[src/rtl/scale_line_sched.sv]
// scale_line_sched: accepts a valid/ready pixel stream into scale_fifo and releases one
// full line per downstream line request as a fixed-length read burst, followed by a
// configurable idle gap. The block keeps its own FIFO occupancy count and flags underflow.
module scale_line_sched #(
    parameter int DATA_WIDTH  = 16,
    parameter int DEPTH_WIDTH = 11,
    parameter int LINE_LEN    = 1024,
    parameter int FILL_LIMIT  = 2040,
    parameter int GAP_CYCLES  = 4
) (
    input  logic                   clk,
    input  logic                   tb_rst,
    input  logic [DATA_WIDTH-1:0]  s_data,
    input  logic                   s_valid,
    output logic                   s_ready,
    output logic [DATA_WIDTH-1:0]  fifo_wr_data,
    output logic                   fifo_wr_en,
    input  logic                   fifo_wr_full,
    output logic                   fifo_rd_en,
    input  logic [DATA_WIDTH-1:0]  fifo_rd_data,
    input  logic                   fifo_rd_empty,
    input  logic                   line_req,
    output logic [DATA_WIDTH-1:0]  m_data,
    output logic                   m_valid,
    output logic                   m_last,
    output logic [DEPTH_WIDTH:0]   level,
    output logic [15:0]            lines_done,
    output logic                   udf_err
);

    localparam int LW = DEPTH_WIDTH + 1;
    localparam logic [LW-1:0] LINE_LEN_C = LW'(LINE_LEN);
    localparam logic [LW-1:0] FILL_C     = LW'(FILL_LIMIT);
    localparam logic [LW-1:0] LAST_PIX   = LW'(LINE_LEN - 1);
    localparam logic [15:0]   GAP_LAST   = 16'((GAP_CYCLES > 0) ? (GAP_CYCLES - 1) : 0);

    typedef enum logic [1:0] {
        IDLE  = 2'd0,
        BURST = 2'd1,
        GAP   = 2'd2
    } state_t;

    state_t          state_r;
    logic [LW-1:0]   pix_cnt_r;
    logic [15:0]     gap_cnt_r;
    logic            req_pend_r;
    logic [LW-1:0]   level_r;
    logic [15:0]     lines_done_r;
    logic            rd_en_r;
    logic            m_valid_r;
    logic            m_last_r;
    logic            udf_err_r;

    logic            s_ready_s;
    logic            wr_en_s;
    logic            start_s;
    logic            last_rd_s;

    // Input acceptance, burst start decision and last-read detection.
    always_comb begin
        s_ready_s = 1'b0;
        wr_en_s   = 1'b0;
        start_s   = 1'b0;
        last_rd_s = 1'b0;
        if (!fifo_wr_full && (level_r < FILL_C)) begin
            s_ready_s = 1'b1;
        end else begin
            s_ready_s = 1'b0;
        end
        wr_en_s = s_valid && s_ready_s;
        if ((state_r == IDLE) && req_pend_r && (level_r >= LINE_LEN_C)) begin
            start_s = 1'b1;
        end else begin
            start_s = 1'b0;
        end
        if ((state_r == BURST) && (pix_cnt_r == LAST_PIX)) begin
            last_rd_s = 1'b1;
        end else begin
            last_rd_s = 1'b0;
        end
    end

    // Occupancy count: a write and a read in the same cycle cancel out.
    always_ff @(posedge clk or posedge tb_rst) begin
        if (tb_rst) begin
            level_r <= {LW{1'b0}};
        end else begin
            case ({wr_en_s, rd_en_r})
                2'b10: begin
                    level_r <= level_r + LW'(1);
                end
                2'b01: begin
                    if (level_r != {LW{1'b0}}) begin
                        level_r <= level_r - LW'(1);
                    end else begin
                        level_r <= level_r;
                    end
                end
                default: begin
                    level_r <= level_r;
                end
            endcase
        end
    end

    // One-deep line request latch; a new request wins over the clear at burst entry.
    always_ff @(posedge clk or posedge tb_rst) begin
        if (tb_rst) begin
            req_pend_r <= 1'b0;
        end else if (line_req) begin
            req_pend_r <= 1'b1;
        end else if (start_s) begin
            req_pend_r <= 1'b0;
        end else begin
            req_pend_r <= req_pend_r;
        end
    end

    // Burst scheduler: IDLE waits for a request and a full line, BURST reads exactly
    // LINE_LEN words back to back, GAP holds the read side idle for GAP_CYCLES.
    always_ff @(posedge clk or posedge tb_rst) begin
        if (tb_rst) begin
            state_r      <= IDLE;
            pix_cnt_r    <= {LW{1'b0}};
            gap_cnt_r    <= 16'd0;
            rd_en_r      <= 1'b0;
            lines_done_r <= 16'd0;
        end else begin
            case (state_r)
                IDLE: begin
                    if (start_s) begin
                        state_r   <= BURST;
                        pix_cnt_r <= {LW{1'b0}};
                        rd_en_r   <= 1'b1;
                    end else begin
                        rd_en_r   <= 1'b0;
                    end
                end
                BURST: begin
                    pix_cnt_r <= pix_cnt_r + LW'(1);
                    if (last_rd_s) begin
                        rd_en_r      <= 1'b0;
                        lines_done_r <= lines_done_r + 16'd1;
                        gap_cnt_r    <= 16'd0;
                        if (GAP_CYCLES > 0) begin
                            state_r <= GAP;
                        end else begin
                            state_r <= IDLE;
                        end
                    end else begin
                        rd_en_r <= 1'b1;
                    end
                end
                GAP: begin
                    rd_en_r <= 1'b0;
                    if (gap_cnt_r == GAP_LAST) begin
                        state_r <= IDLE;
                    end else begin
                        gap_cnt_r <= gap_cnt_r + 16'd1;
                    end
                end
                default: begin
                    state_r <= IDLE;
                    rd_en_r <= 1'b0;
                end
            endcase
        end
    end

    // Read-side outputs follow the FIFO's one-cycle read latency; underflow is sticky.
    always_ff @(posedge clk or posedge tb_rst) begin
        if (tb_rst) begin
            m_valid_r <= 1'b0;
            m_last_r  <= 1'b0;
            udf_err_r <= 1'b0;
        end else begin
            m_valid_r <= rd_en_r;
            m_last_r  <= rd_en_r && last_rd_s;
            udf_err_r <= udf_err_r || (rd_en_r && fifo_rd_empty);
        end
    end

    assign s_ready      = s_ready_s;
    assign fifo_wr_data = s_data;
    assign fifo_wr_en   = wr_en_s;
    assign fifo_rd_en   = rd_en_r;
    assign m_data       = fifo_rd_data;
    assign m_valid      = m_valid_r;
    assign m_last       = m_last_r;
    assign level        = level_r;
    assign lines_done   = lines_done_r;
    assign udf_err      = udf_err_r;

endmodule
[config.mk]
export PLATFORM = sky130hd
export DESIGN_NAME = scale_line_sched
export DESIGN_NICKNAME = d
export VERILOG_FILES = /design/src/rtl/scale_line_sched.sv
export SDC_FILE = /design/constraint.sdc
export NUM_CORES = 1
export LEC_CHECK = 0
export CORE_MARGIN = 2
export CORE_UTILIZATION = 52
export CTS_BUF_LIST = sky130_fd_sc_hd__clkbuf_16
export DETAILED_ROUTE_END_ITERATION = 8
export GPL_TIMING_DRIVEN = 0
export PLACE_DENSITY = 0.92
export SKIP_LAST_GASP = 1
export SLEW_MARGIN = 15
export SYNTH_ARGS = -nofsm -noshare
export SYNTH_HDL_FRONTEND = slang
export SYNTH_SLANG_ARGS = --single-unit
[constraint.sdc]
create_clock -name clk -period 6.77 [get_ports clk]
set_input_delay 1.354 -clock clk [delete_from_list [all_inputs] [get_ports clk]]
set_output_delay 1.354 -clock clk [all_outputs]
set_load 0.05 [all_outputs]
# Word level (Yosys, flattened, before mapping)
# Cells that the tools add are included.
# W data, S select, Z words.
dict set report totals {
  register_bits 63
  latchBits 0
  ramBits 0
  mem_bits_ro 0
  output_inout_bits 66
  elab_cells 67
  n_memories 0
}
dict set report classes {
  n_addsub 5
  n_mul 0
  div 0
  order_cmp 2
  n_eq_ne 11
  shift 0
  mux 19
  n_bitwise 0
  n_reduce_logical 20
}
# cell n
set op_table {}
lappend op_table {{$pmux W12 S2} 2}
lappend op_table {{$add A16 B1 Y16 const B} 2}
lappend op_table {{$mux W16} 2}
lappend op_table {{$pmux W16 S2} 1}
lappend op_table {{$add A12 B1 Y12 const B} 2}
lappend op_table {{$mux W12} 2}
lappend op_table {{$eq A16 B2 Y1 const B} 1}
lappend op_table {{$eq A12 B10 Y1 const B} 1}
lappend op_table {{$ge A12 B11 Y1 const B} 1}
lappend op_table {{$lt A12 B11 Y1 const B} 1}
lappend op_table {{$reduce_bool A12 Y1} 1}
lappend op_table {{$sub A12 B1 Y12 const B} 1}
lappend op_table {{$ne A2 B2 Y1 const B} 5}
lappend op_table {{$reduce_bool A2 Y1} 4}
lappend op_table {{$logic_and A1 B1 Y1} 7}
lappend op_table {{$mux W1} 7}
lappend op_table {{$mux W2} 3}
lappend op_table {{$pmux W2 S3} 1}
lappend op_table {{$reduce_and A2 Y1} 3}
lappend op_table {{$reduce_and A3 Y1} 2}
lappend op_table {{$eq A2 B1 Y1 const B} 2}
lappend op_table {{$eq A2 B2 Y1 const B} 2}
lappend op_table {{$logic_not A2 Y1} 1}
lappend op_table {{$pmux W1 S2} 1}
lappend op_table {{other kinds (2)} 2}

# Longest topological paths before layout
dict set report depth {
  word_depth 7
  ltp_mapped 10
}

# Worst setup path after synthesis
# OpenSTA, ideal clock, no wires.
dict set report synth_path {
  path_kind {input port to output port}
  start {input port fifo_wr_full}
  end {output port fifo_wr_en}
  arrival_ns 1.983
  required_time_ns 5.416
  setup_slack_ns 3.433
  stages 3
  cell_sequence {nor2_1 -> o211ai_1 -> inv_1}
}
dict set report synth_between {
  elab_chain_len 4
}
# element line_no
set synth_rtl {}
lappend synth_rtl {{start: declaration} 18} ;# input logic fifo_wr_full,
lappend synth_rtl {{$logic_not A1 Y1} 65} ;# if (!fifo_wr_full && (level_r < FILL_C)) begin
lappend synth_rtl {{$logic_and A1 B1 Y1} 65}
lappend synth_rtl {{$mux W1} 65}
lappend synth_rtl {{$logic_and A1 B1 Y1} 70} ;# wr_en_s = s_valid && s_ready_s;
lappend synth_rtl {{end: declaration} 17} ;# output logic fifo_wr_en,
# No other way between the ends.

# Final worst setup path
# Ends and elaborated chain as after synthesis.

==> results.tsv <==
metric	value	unit
Worst Max-Slew Pin Slew	0.757	ns
port buffer count	71	
Fin. Hold Viols	0	
final RePlAce weighted congestion	0.893	
DRT Pass-1 Iters	4	
Netlist cell types	47	
M2 GR Usage	40.2	%
Initial Utilization	53.4	%
Setup Skew	0.00455	ns
RSZ-0062 raised after global routing	no	
H-tree Lvls	3	
syn avg cell area	9.80	um2
# resized after CTS	0	
total routed wirelength	8480	um
GRT Max-Usage Layer	met2	
CTS Buf Count	9	
Max Root-Sink Buffers	2	
initial DRC count	187	
Synth Register Bits	63	
Most Frequent Cell on Critical Path	clkdlybuf4s50_1	
Clock Root Buffer	clkbuf_16	
Req. time, crit path	5.42	ns
Syn Nets	420	
Final TNS setup	0	ns
worst hold slack	0.455	ns
Hold Path Class	reg -> reg	
PwrDens	259	nW/um2
Mapped Cells	368	
row cnt	30	
Arr. time, crit path	3.04	ns
antenna fix cells	0	
kind of cell adding the most delay to the critical path	buffers and inverters	
Max-Cap Viols	0	
critical path launch point type	input port	
top cell type's share of synthesized area	43.7	%
Static Leak	2.20	nW
Post-synth top flop	dfrtp_1	
Nets	502	
postcts setup bufs	0	
Die ar.	7610	um2
Post-DP Area	4420	um2
synthesized area	3600	um2
number of remaining DRC errors	0	
Final Cycle Share	65.0	%
fin. max-slew vios	0	
GRT Util Overall	23.2	%
TritonCTS Sinks	63	
post-DP HPWL	5950	um
sequential area share after synthesis	43.7	%
initial antenna violation count	0	
M3 GR Usage	5.31	%
TritonCTS clock tree	yes	
post-route cell area	4740	um2
number of global-route vias before repair	3012	
Setup Viol. Count Final	0	
Slew HR	49.5	%
drt via density	5.70	
met1 Usage GRT	28.0	%
crit path kind	in -> out	
CP max-delay cell	clkdlybuf4s50_1	
CP peak stage delay	0.80	ns
Synth Warn #	0	
Die X	87.3	um
Area contributors post-synth	dfrtp_1 (44%), buf_4 (6.7%), xnor2_1 (4.6%), ha_1 (4.5%), xor2_1 (3.9%)	
total grt overflow	0	
post-synthesis cell type with the largest combined area	dfrtp_1	
clk slew on worst S/H paths	0.05	ns
max frequency	227	MHz
number of enable flip-flop cells after synthesis	0	
Fillers	492	
minimum clock period	4.40	ns
clk_lat worst skew	0.33	ns
DRT antenna net count	0	
outcome	finished, final reports clean	
largest net degree at the start of global routing	64	
Peak VDD IR	0.151	mV
first-pass GRT wire length	13800	um
Worst setup EP type	output pin	
post-layout util	70.2	%
share of layout cells above drive strength 1	13.7	%
CP cell instances	clkdlybuf4s50_1 > nor2_1 > o211ai_1 > inv_1 > clkdlybuf4s50_1	
Critical path buffers and inverters	3	
CTS hold repair buffers	0	
Layout area overhead	31.6	%
flop2flop setup slack	3.37	ns
post-synthesis async set-or-reset flop share	100	%
core area	6760	um2
Die Y	87.3	um
crit path max fanout	5	
per-cell routed wire length	15.9	um
Vias	3043	
I/O pins	104	
-- flip-flops by register name, indices dropped and copies added, names as in the netlist --
signal	flops
fifo_rd_en	1
gap_cnt_r	16
level	12
lines_done	16
m_last	1
m_valid	1
pix_cnt_r	12
req_pend_r	1
state_r	2
udf_err	1
-- area by class of cell --
class | count | area [um2] | share of cell area, %
multi-input cells | 254 | 1700 | 35.8
inverters | 11 | 43.8 | 0.923
well taps | 80 | 100 | 2.11
clock inverters | 6 | 101 | 2.14
clock buffers | 9 | 225 | 4.75
flip-flops and latches | 63 | 1580 | 33.2
plain buffers | 40 | 287 | 6.04
repair buffers | 71 | 711 | 15.0
-- Yosys cell counts (11+ instances only) --
| cell type | count |
|---|---|
| nand2_1 | 28 |
| a21oi_1 | 12 |
| buf_4 | 32 |
| nor2_1 | 28 |
| nand4_1 | 13 |
| nand3_1 | 24 |
| ha_1 | 13 |
| dfrtp_1 | 63 |
| xor2_1 | 16 |
| o21ai_0 | 15 |
| inv_1 | 11 |
| xnor2_1 | 19 |
-- worst register-to-register path: cells and delay by family (launching register included) --
kind	cells	cell delay, ns
compound gates	4	1.39
flops	1	0.47
simple gates	2	0.36
buf+inv	1	0.33
fa+ha+maj	1	0.33
mux	1	0.27
xor+xnor	1	0.13
-- path summary, 6_finish.rpt --
kind / start / endpoint / depth (start not counted)
max reg2reg: level[10]$_DFFE_PP0P_ / level[7]$_DFFE_PP0P_ / 10
max: fifo_wr_full / fifo_wr_en / 5
min reg2reg: udf_err$_DFF_PP0_ / udf_err$_DFF_PP0_ / 1
min in group asynchronous: tb_rst / level[4]$_DFFE_PP0P_ / 2
max in group asynchronous: tb_rst / level[6]$_DFFE_PP0P_ / 2
min: udf_err$_DFF_PP0_ / udf_err$_DFF_PP0_ / 1
-- routing by layer --
metal / part of all wire, % / vias to the layer above / routed length [um]
met4: 2.0 / 0 / 171
met1: 41 / 1467 / 3500
met3: 5.5 / 14 / 469
li1: - / 1435 / -
met5: 0 / - / 0
met2: 51 / 127 / 4340
-- cells in the final DEF, fill, tap and decap left out, drive strengths merged, types with 2 or more instances in the layout --
| cell type | synthesis | final |
|---|---|---|
| clkinv | 0 | 2 |
| clkdlybuf4s50 | 0 | 71 |
| nor4 | 7 | 7 |
| nand4 | 13 | 13 |
| xnor2 | 19 | 19 |
| clkbuf | 5 | 14 |
| nand2b | 3 | 3 |
| o21a | 5 | 5 |
| and3 | 5 | 5 |
| dfrtp | 63 | 63 |
| o21ai | 15 | 15 |
| nor3 | 6 | 6 |
| nor2b | 2 | 2 |
| and4 | 4 | 4 |
| o31ai | 5 | 5 |
| and2 | 5 | 5 |
| mux2i | 3 | 3 |
| a21oi | 12 | 12 |
| nand2 | 28 | 28 |
| or3 | 2 | 2 |
| a21o | 6 | 6 |
| inv | 11 | 12 |
| o211ai | 7 | 7 |
| xor2 | 16 | 16 |
| a21boi | 2 | 2 |
| bufinv | 0 | 3 |
| nand3 | 24 | 24 |
| ha | 13 | 13 |
| buf | 35 | 35 |
| mux2 | 8 | 8 |
| nor2 | 30 | 30 |
-- stage by stage --
stage / total power, mW / cells / setup slack, ns
finish: 1.23 / 534 / 2.37
global route: 1.27 / 534 / 2.29
CTS: 1.23 / 534 / 2.38
detailed placement: 0.720 / 519 / 2.39
global placement: 0.710 / 519 / 2.41
floorplan: 0.633 / 368 / 3.43
-- where the power goes --
group / leakage [nW] / switching (mW) / internal, mW
Sequential: 0.860 / 0.0278 / 0.396
Combinational: 1.18 / 0.180 / 0.113
Clock: 0.162 / 0.159 / 0.353
Total: 2.20 / 0.366 / 0.862
-- cell families (layout without fill, tap and decap cells) --
logic type,Yosys count,count (layout),share of synthesized area [%]
adder cells (fa/ha/maj),14,14,5.07
multiplexers,11,11,3.33
flip-flops,63,63,43.7
AO/OA/AOI/OAI,58,58,10.4
XOR/XNOR,35,35,8.50
buffers and inverters,51,137,9.09
AND/OR/NAND/NOR,136,136,19.9
Note: power is estimated with default switching activity, not from simulation.
